--- config.mk ---
export PLATFORM = sky130hd
export DESIGN_NAME = ccd_timing_gen
export DESIGN_NICKNAME = d
export VERILOG_FILES = /design/src/rtl/ccd_timing_pkg.sv /design/src/rtl/ccd_pix_counter.sv /design/src/rtl/ccd_timing_gen.sv
export SDC_FILE = /design/constraint.sdc
export NUM_CORES = 1
export LEC_CHECK = 0
export CORE_MARGIN = 4
export CORE_UTILIZATION = 28
export CTS_CLUSTER_DIAMETER = 30
export DETAILED_ROUTE_END_ITERATION = 8
export SLEW_MARGIN = 25
export SYNTH_ARGS = -nofsm -noshare
export SYNTH_HDL_FRONTEND = slang
export SYNTH_SLANG_ARGS = --single-unit
--- constraint.sdc ---
create_clock -name clk -period 2.8 [get_ports clk]
set_input_delay 0.56 -clock clk [delete_from_list [all_inputs] [get_ports clk]]
set_output_delay 0.56 -clock clk [all_outputs]
set_load 0.02 [all_outputs]
--- src/rtl/ccd_timing_pkg.sv ---
// Shared state type, TCD1500C default timing and the parameter legality check
// for the linear-CCD timing generator.
package ccd_timing_pkg;

  typedef enum logic [1:0] {
    IDLE     = 2'd0,
    RUN      = 2'd1,
    STOPPING = 2'd2
  } ccd_state_e;

  localparam int TCD_PIX_DIV   = 50;
  localparam int TCD_PIX_TOTAL = 2720;
  localparam int TCD_SH_LEN    = 2;
  localparam int TCD_DUMMY_PIX = 3;
  localparam int TCD_RS_ON     = 25;
  localparam int TCD_RS_OFF    = 40;
  localparam int TCD_SP_ON     = 10;
  localparam int TCD_SP_OFF    = 23;
  localparam int TCD_SAMPLE_AT = 45;

  function automatic bit ccd_params_ok(
    input int pix_div,
    input int pix_total,
    input int sh_len,
    input int dummy_pix,
    input int rs_on,
    input int rs_off,
    input int sp_on,
    input int sp_off,
    input int sample_at
  );
    return (pix_div >= 8) && (pix_div % 2 == 0) &&
           (rs_on < rs_off) && (rs_off < pix_div) &&
           (sp_on < sp_off) && (sp_off < pix_div) &&
           (sample_at < pix_div) &&
           (sh_len > 0) && (sh_len < pix_total) &&
           (dummy_pix < pix_total);
  endfunction

endpackage

--- src/rtl/ccd_pix_counter.sv ---
// Sub-pixel counter (always running) and frame pixel counter, which is parked
// at 0 while hold_pix is set.
module ccd_pix_counter #(
  parameter int PIX_DIV   = 50,
  parameter int PIX_TOTAL = 2720,
  parameter int SW        = $clog2(PIX_DIV),
  parameter int PW        = $clog2(PIX_TOTAL)
) (
  input  logic          clk,
  input  logic          rst_n,
  input  logic          hold_pix,
  output logic [SW-1:0] sub,
  output logic [PW-1:0] pix,
  output logic          sub_last,
  output logic          frame_last
);

  localparam logic [SW-1:0] SUB_MAX = SW'(PIX_DIV - 1);
  localparam logic [PW-1:0] PIX_MAX = PW'(PIX_TOTAL - 1);

  logic [SW-1:0] sub_q, sub_d;
  logic [PW-1:0] pix_q, pix_d;

  always_comb begin
    sub_last   = (sub_q == SUB_MAX);
    frame_last = sub_last && (pix_q == PIX_MAX);
    sub_d      = sub_last ? '0 : sub_q + 1'b1;
    pix_d      = pix_q;
    if (hold_pix) begin
      pix_d = '0;
    end else if (sub_last) begin
      pix_d = (pix_q == PIX_MAX) ? '0 : pix_q + 1'b1;
    end
  end

  always_ff @(posedge clk) begin
    if (!rst_n) begin
      sub_q <= '0;
      pix_q <= '0;
    end else begin
      sub_q <= sub_d;
      pix_q <= pix_d;
    end
  end

  assign sub = sub_q;
  assign pix = pix_q;

endmodule

--- src/rtl/ccd_timing_gen.sv ---
// Linear-CCD timing generator: frame sequencing plus registered phi/sh/rs/sp,
// ADC pixel strobe/index and frame flags, all one clock behind the counters.
//   state    | meaning
//   IDLE     | pix parked at 0, sub and phi keep running, gates low
//   RUN      | frame in progress; wraps into the next frame when continuous
//   STOPPING | finishing the current frame, then IDLE
module ccd_timing_gen
  import ccd_timing_pkg::*;
#(
  parameter int PIX_DIV   = TCD_PIX_DIV,
  parameter int PIX_TOTAL = TCD_PIX_TOTAL,
  parameter int SH_LEN    = TCD_SH_LEN,
  parameter int DUMMY_PIX = TCD_DUMMY_PIX,
  parameter int RS_ON     = TCD_RS_ON,
  parameter int RS_OFF    = TCD_RS_OFF,
  parameter int SP_ON     = TCD_SP_ON,
  parameter int SP_OFF    = TCD_SP_OFF,
  parameter int SAMPLE_AT = TCD_SAMPLE_AT,
  parameter int PW        = $clog2(PIX_TOTAL)
) (
  input  logic          clk,
  input  logic          rst_n,
  input  logic          enable,
  input  logic          mode_single,
  input  logic          trig,
  input  logic [PW-1:0] cfg_int_pix,
  output logic          phi,
  output logic          sh,
  output logic          rs,
  output logic          sp,
  output logic          pix_strobe,
  output logic [PW-1:0] pix_idx,
  output logic          frame_start,
  output logic          frame_done,
  output logic          busy
);

  localparam int SW = $clog2(PIX_DIV);
  localparam logic [SW-1:0] RS_ON_S   = SW'(RS_ON);
  localparam logic [SW-1:0] RS_OFF_S  = SW'(RS_OFF);
  localparam logic [SW-1:0] SP_ON_S   = SW'(SP_ON);
  localparam logic [SW-1:0] SP_OFF_S  = SW'(SP_OFF);
  localparam logic [SW-1:0] SAMPLE_S  = SW'(SAMPLE_AT);
  localparam logic [PW-1:0] SH_LEN_P  = PW'(SH_LEN);
  localparam logic [PW-1:0] DUMMY_P   = PW'(DUMMY_PIX);
  localparam logic [PW:0]   SH_LEN_W  = (PW+1)'(SH_LEN);
  localparam logic [PW:0]   PIX_TOT_W = (PW+1)'(PIX_TOTAL);

  if (!ccd_params_ok(PIX_DIV, PIX_TOTAL, SH_LEN, DUMMY_PIX, RS_ON, RS_OFF,
                     SP_ON, SP_OFF, SAMPLE_AT)) begin : g_param_check
    $error("ccd_timing_gen: illegal timing parameters");
  end

  logic [SW-1:0] sub;
  logic [PW-1:0] pix;
  logic          sub_last, frame_last;

  ccd_state_e    state_q, state_d;
  logic          frame_go;
  logic          trig_q, trig_d, mode_q, mode_d;
  logic [PW-1:0] int_q, int_d;

  logic          active, pix_live, shut_hit;
  logic [PW:0]   shut_end;
  logic          phi_tog_q, phi_tog_d, phi_q, phi_d, sh_q, sh_d, rs_q, rs_d, sp_q, sp_d;
  logic          strobe_q, strobe_d, fs_q, fs_d, fd_q, fd_d, busy_q, busy_d;
  logic [PW-1:0] idx_q, idx_d;

  ccd_pix_counter #(
    .PIX_DIV  (PIX_DIV),
    .PIX_TOTAL(PIX_TOTAL),
    .SW       (SW),
    .PW       (PW)
  ) u_cnt (
    .clk       (clk),
    .rst_n     (rst_n),
    .hold_pix  (state_q == IDLE),
    .sub       (sub),
    .pix       (pix),
    .sub_last  (sub_last),
    .frame_last(frame_last)
  );

  always_ff @(posedge clk) begin
    if (!rst_n) state_q <= IDLE;
    else        state_q <= state_d;
  end

  always_comb begin
    state_d  = state_q;
    frame_go = 1'b0;
    unique case (state_q)
      IDLE: begin
        if (sub_last && enable && (!mode_single || trig_q)) begin
          state_d  = RUN;
          frame_go = 1'b1;
        end
      end
      RUN: begin
        if (frame_last) begin
          if (enable && !mode_q) frame_go = 1'b1;
          else                   state_d  = IDLE;
        end else if (!enable || mode_q) begin
          state_d = STOPPING;
        end
      end
      STOPPING: begin
        if (frame_last) state_d = IDLE;
      end
      default: state_d = IDLE;
    endcase
  end

  // Per-frame context: mode and shutter position are frozen when a frame begins.
  always_comb begin
    trig_d = trig_q;
    mode_d = mode_q;
    int_d  = int_q;
    if ((state_q == IDLE) && enable && trig) trig_d = 1'b1;
    if (frame_go) begin
      trig_d = 1'b0;
      mode_d = mode_single;
      int_d  = cfg_int_pix;
    end
  end

  always_comb begin
    active    = (state_q != IDLE);
    pix_live  = (pix >= DUMMY_P);
    shut_end  = {1'b0, int_q} + SH_LEN_W;
    shut_hit  = (int_q != '0) && (shut_end <= PIX_TOT_W) &&
                (pix >= int_q) && ({1'b0, pix} < shut_end);
    sh_d      = active && ((pix < SH_LEN_P) || shut_hit);
    phi_tog_d = (sub == '0) ? ~phi_tog_q : phi_tog_q;
    phi_d     = phi_tog_d | sh_d;
    rs_d      = active && (sub >= RS_ON_S) && (sub < RS_OFF_S);
    sp_d      = active && pix_live && (sub >= SP_ON_S) && (sub < SP_OFF_S);
    strobe_d  = active && pix_live && (sub == SAMPLE_S);
    idx_d     = strobe_d ? pix - DUMMY_P : idx_q;
    fs_d      = active && (pix == '0) && (sub == '0);
    fd_d      = active && frame_last;
    busy_d    = active;
  end

  always_ff @(posedge clk) begin
    if (!rst_n) begin
      trig_q    <= 1'b0;
      mode_q    <= 1'b0;
      int_q     <= '0;
      phi_tog_q <= 1'b0;
      phi_q     <= 1'b0;
      sh_q      <= 1'b0;
      rs_q      <= 1'b0;
      sp_q      <= 1'b0;
      strobe_q  <= 1'b0;
      idx_q     <= '0;
      fs_q      <= 1'b0;
      fd_q      <= 1'b0;
      busy_q    <= 1'b0;
    end else begin
      trig_q    <= trig_d;
      mode_q    <= mode_d;
      int_q     <= int_d;
      phi_tog_q <= phi_tog_d;
      phi_q     <= phi_d;
      sh_q      <= sh_d;
      rs_q      <= rs_d;
      sp_q      <= sp_d;
      strobe_q  <= strobe_d;
      idx_q     <= idx_d;
      fs_q      <= fs_d;
      fd_q      <= fd_d;
      busy_q    <= busy_d;
    end
  end

  assign phi         = phi_q;
  assign sh          = sh_q;
  assign rs          = rs_q;
  assign sp          = sp_q;
  assign pix_strobe  = strobe_q;
  assign pix_idx     = idx_q;
  assign frame_start = fs_q;
  assign frame_done  = fd_q;
  assign busy        = busy_q;

endmodule

==> results.cfg <==
[power]
p_comb_frac = 0.055
power_frac_clock = 0.431
p_sw_mw = 0.375
swShare = 0.241
leakage_nw = 1.51
irDropWorstVdd_uv = 217
power.total_mw = 1.56
internal_power_mw = 1.18
powerDensity_mw_per_mm2 = 372
seqPwrFrac = 0.515

[sta]
worst_slack_ns = 0.164
maxSlewHeadroom = 0.392
fin_crit_sh = 0.941
finalMaxSlewViolations = 0
setup_viol = 0
clock-skew-final_ns = 0.0115
fin_crit_ns = 2.64
finalHoldViolCount = 0
worst_pin_slew_ns = 0.912
max_freq_mhz = 379

[floorplanning]
rows = 40
core_area_mm2 = 0.0122
start_util = 0.289
dieArea_mm2 = 0.0144
die_x_um = 120
die-height_um = 120
pin_count = 37

[synthesis]
synth-edff-count = 0
synth_seq_cells = 55
syn-num-nets = 466
avgSynthCellArea_um2 = 8.32
synth_warnings = 0
synth_cell_types = 62
ys.flop_type = dfxtp_1
postSynthCellCount = 423
async_flop_share = 0
yosysSeqAreaShare = 0.313
syn_area_mm2 = 0.00352

[global_routing]
grt_max_degree = 30
grt_antenna_before_repair = 0
grt_use_total = 0.115
first_global_vias = 2850
grt_overflow = 0
grt_pass1_wl_um = 13900

[route]
met2_length_um = 3850
vias = 3028
wl_met3_um = 325
ant_nets = 0
route.detailed.drc = 0
highest_layer = met4
wl_met1_um = 3950
wl_per_cell_um = 13.5
vias_per_cell = 4.92
firstDrtPassIters = 4
wirelength_um = 8300
drtIter0Drc = 195

[placement]
dp_hpwl_um = 6350
dp_cells = 608
pre_cts_slack_ns = 0.205
finalWeightedCongestion = 0.797
io_buffers = 36

[cts]
clk_latency_ns = 0.30
ctsHtreeMaxLevel = 2
cts-root-buf = clkbuf_16
clkSinkCount = 55
numCtsBuffers = 5
cts_tree = yes
cts_buffer_depth = 2
path_clk_slew_ns = 0.08

[min_path]
hold_path.class = flip-flop to flip-flop
hp-start = mode_q

[worst_setup_path]
slowest_stage = dfxtp_1
start_kind = flip-flop
crit_chain = ha_2, and3_2, nand3_1, nor2_1, nor2_1, nor2_1, ha_1, nor2_2, o22ai_1, and3_1, a211oi_1, a211oi_2, o32ai_2
arrival_ns = 2.84
end_kind = flip-flop
startpoint = int_q[1]
required_ns = 3.01
crit_top_cell = nor2_1
cp_max_fo = 5
worst_path_largest_cell_delay_ns = 0.32
reg2reg_from = int_q[1]
path_class = flip-flop to flip-flop

[cells_and_area]
final_cells = 616
areaGrowthSynthToFinish_pct = 18.8
fillers = 1283
layout-drive-gt1-share = 0.0960
nets = 490
final_util = 0.344
diodes = 0

[flow_run]
drv_cap = 0

[run_status]
status = finished clean
[logic make-up (layout without fill, tap and decap cells)]
logic type / after synthesis / after routing / share of synthesized area
fa+ha+maj: 26 / 26 / 0.0924
flops: 55 / 55 / 0.313
simple gates: 178 / 178 / 0.265
mux: 9 / 9 / 0.0260
buf+inv: 49 / 74 / 0.0675
compound gates: 70 / 70 / 0.146
xor+xnor: 36 / 36 / 0.0896
[state kept, by name (all words and copies together), names as in the netlist]
register,count
int_q,12
pix_idx,12
u_cnt.pix,12
u_cnt.sub,6
state_q,2
busy,1
frame_done,1
frame_start,1
mode_q,1
phi,1
phi_tog_q,1
pix_strobe,1
rs,1
sh,1
sp,1
trig_q,1
[per-layer routing]
layer	vias up	GRT usage
met3	16	0.0221
met5	-	0
li1	1530	-
met4	0	0.0336
met1	1419	0.158
met2	63	0.183
[worst paths after layout]
kind              slack [ns]  cells after the start     end
setup reg to reg        0.16                     13     phi
setup / recovery        0.16                     13     phi
hold reg to reg         0.47                      2  mode_q
hold / removal          0.47                      2  mode_q
[synthesized netlist by cell type, types with 2 or more instances]
library cell,instances,area share
nor3_1,11,0.016
a211oi_2,4,0.014
a2111oi_0,3,0.0075
nand4_1,5,0.0089
xnor2_1,21,0.052
inv_1,20,0.021
nor3_4,3,0.014
ha_1,26,0.092
nand4b_1,2,0.0050
mux2i_1,8,0.023
o21ai_1,4,0.0057
nor2_1,59,0.063
nand3_1,23,0.033
nor3_2,2,0.0057
xor2_1,15,0.037
o21a_1,3,0.0064
buf_6,4,0.013
nand2b_1,2,0.0036
nor3b_1,2,0.0043
and3_1,10,0.018
a21oi_1,6,0.0085
nand2_1,38,0.041
o21ai_0,19,0.027
dfxtp_1,55,0.31
nor4_1,9,0.016
clkbuf_1,6,0.0064
o211ai_1,2,0.0043
buf_2,13,0.018
o22ai_1,2,0.0036
a211oi_1,11,0.023
clkbuf_2,3,0.0043
o31ai_1,2,0.0043
[cells in the final DEF (no fill, tap or decap), types with 3 or more instances in the layout]
cell type,count
nand4_1,5
o21ai_0,19
nor3_1,11
o21ai_1,4
nand3_1,23
dfxtp_1,55
a211oi_1,10
nor2_1,58
nor3_4,3
and3_1,9
a21oi_1,6
o21a_1,3
xor2_1,15
inv_1,20
clkdlybuf4s50_1,36
mux2i_1,8
ha_1,25
buf_4,9
nor4_1,8
a2111oi_0,3
a211oi_2,5
clkbuf_16,5
xnor2_1,21
nand2_1,38
[critical path: cells and delay by family, from the launching register on]
family                   cells  cell delay (ns)
AND/OR/NAND/NOR              7             0.98
AO/OA/AOI/OAI                4             0.79
adder cells (fa/ha/maj)      2             0.45
flip-flops                   1             0.32
[metrics by stage]
step,instance area [um^2],hold WS [ns],setup TNS (ns)
after floorplan,3520,0.437,0
after global placement,4000,0.452,0
after detailed placement,4000,0.455,0
after CTS,4160,0.466,0
after global routing,4180,0.493,-0.0482
final,4180,0.468,0
[what timing repair did]
action                                  in CTS  in global routing
setup buffers                                0                  0
resized for setup                            0                  6
endpoints found under the setup margin       0                  2
hold buffers                                 0                  0
[power groups by stage]
stage	Sequential [mW]	Combinational [mW]	Clock, mW
finish	0.801	0.0852	0.670
global route	0.802	0.0953	0.715
CTS	0.801	0.0862	0.687
detailed placement	0.819	0.0860	0
global placement	0.820	0.0842	0
floorplan	0.819	0.0430	0
[final cells by class]
type	instances	area, um^2	area share
clock buffers	5	125	0.0299
repair buffers	45	428	0.102
well taps	168	210	0.0503
clock inverters	3	33.8	0.00808
inverters	21	78.8	0.0189
flip-flops and latches	55	1100	0.263
multi-input cells	319	2200	0.527
(Power assumes the default switching activity.)
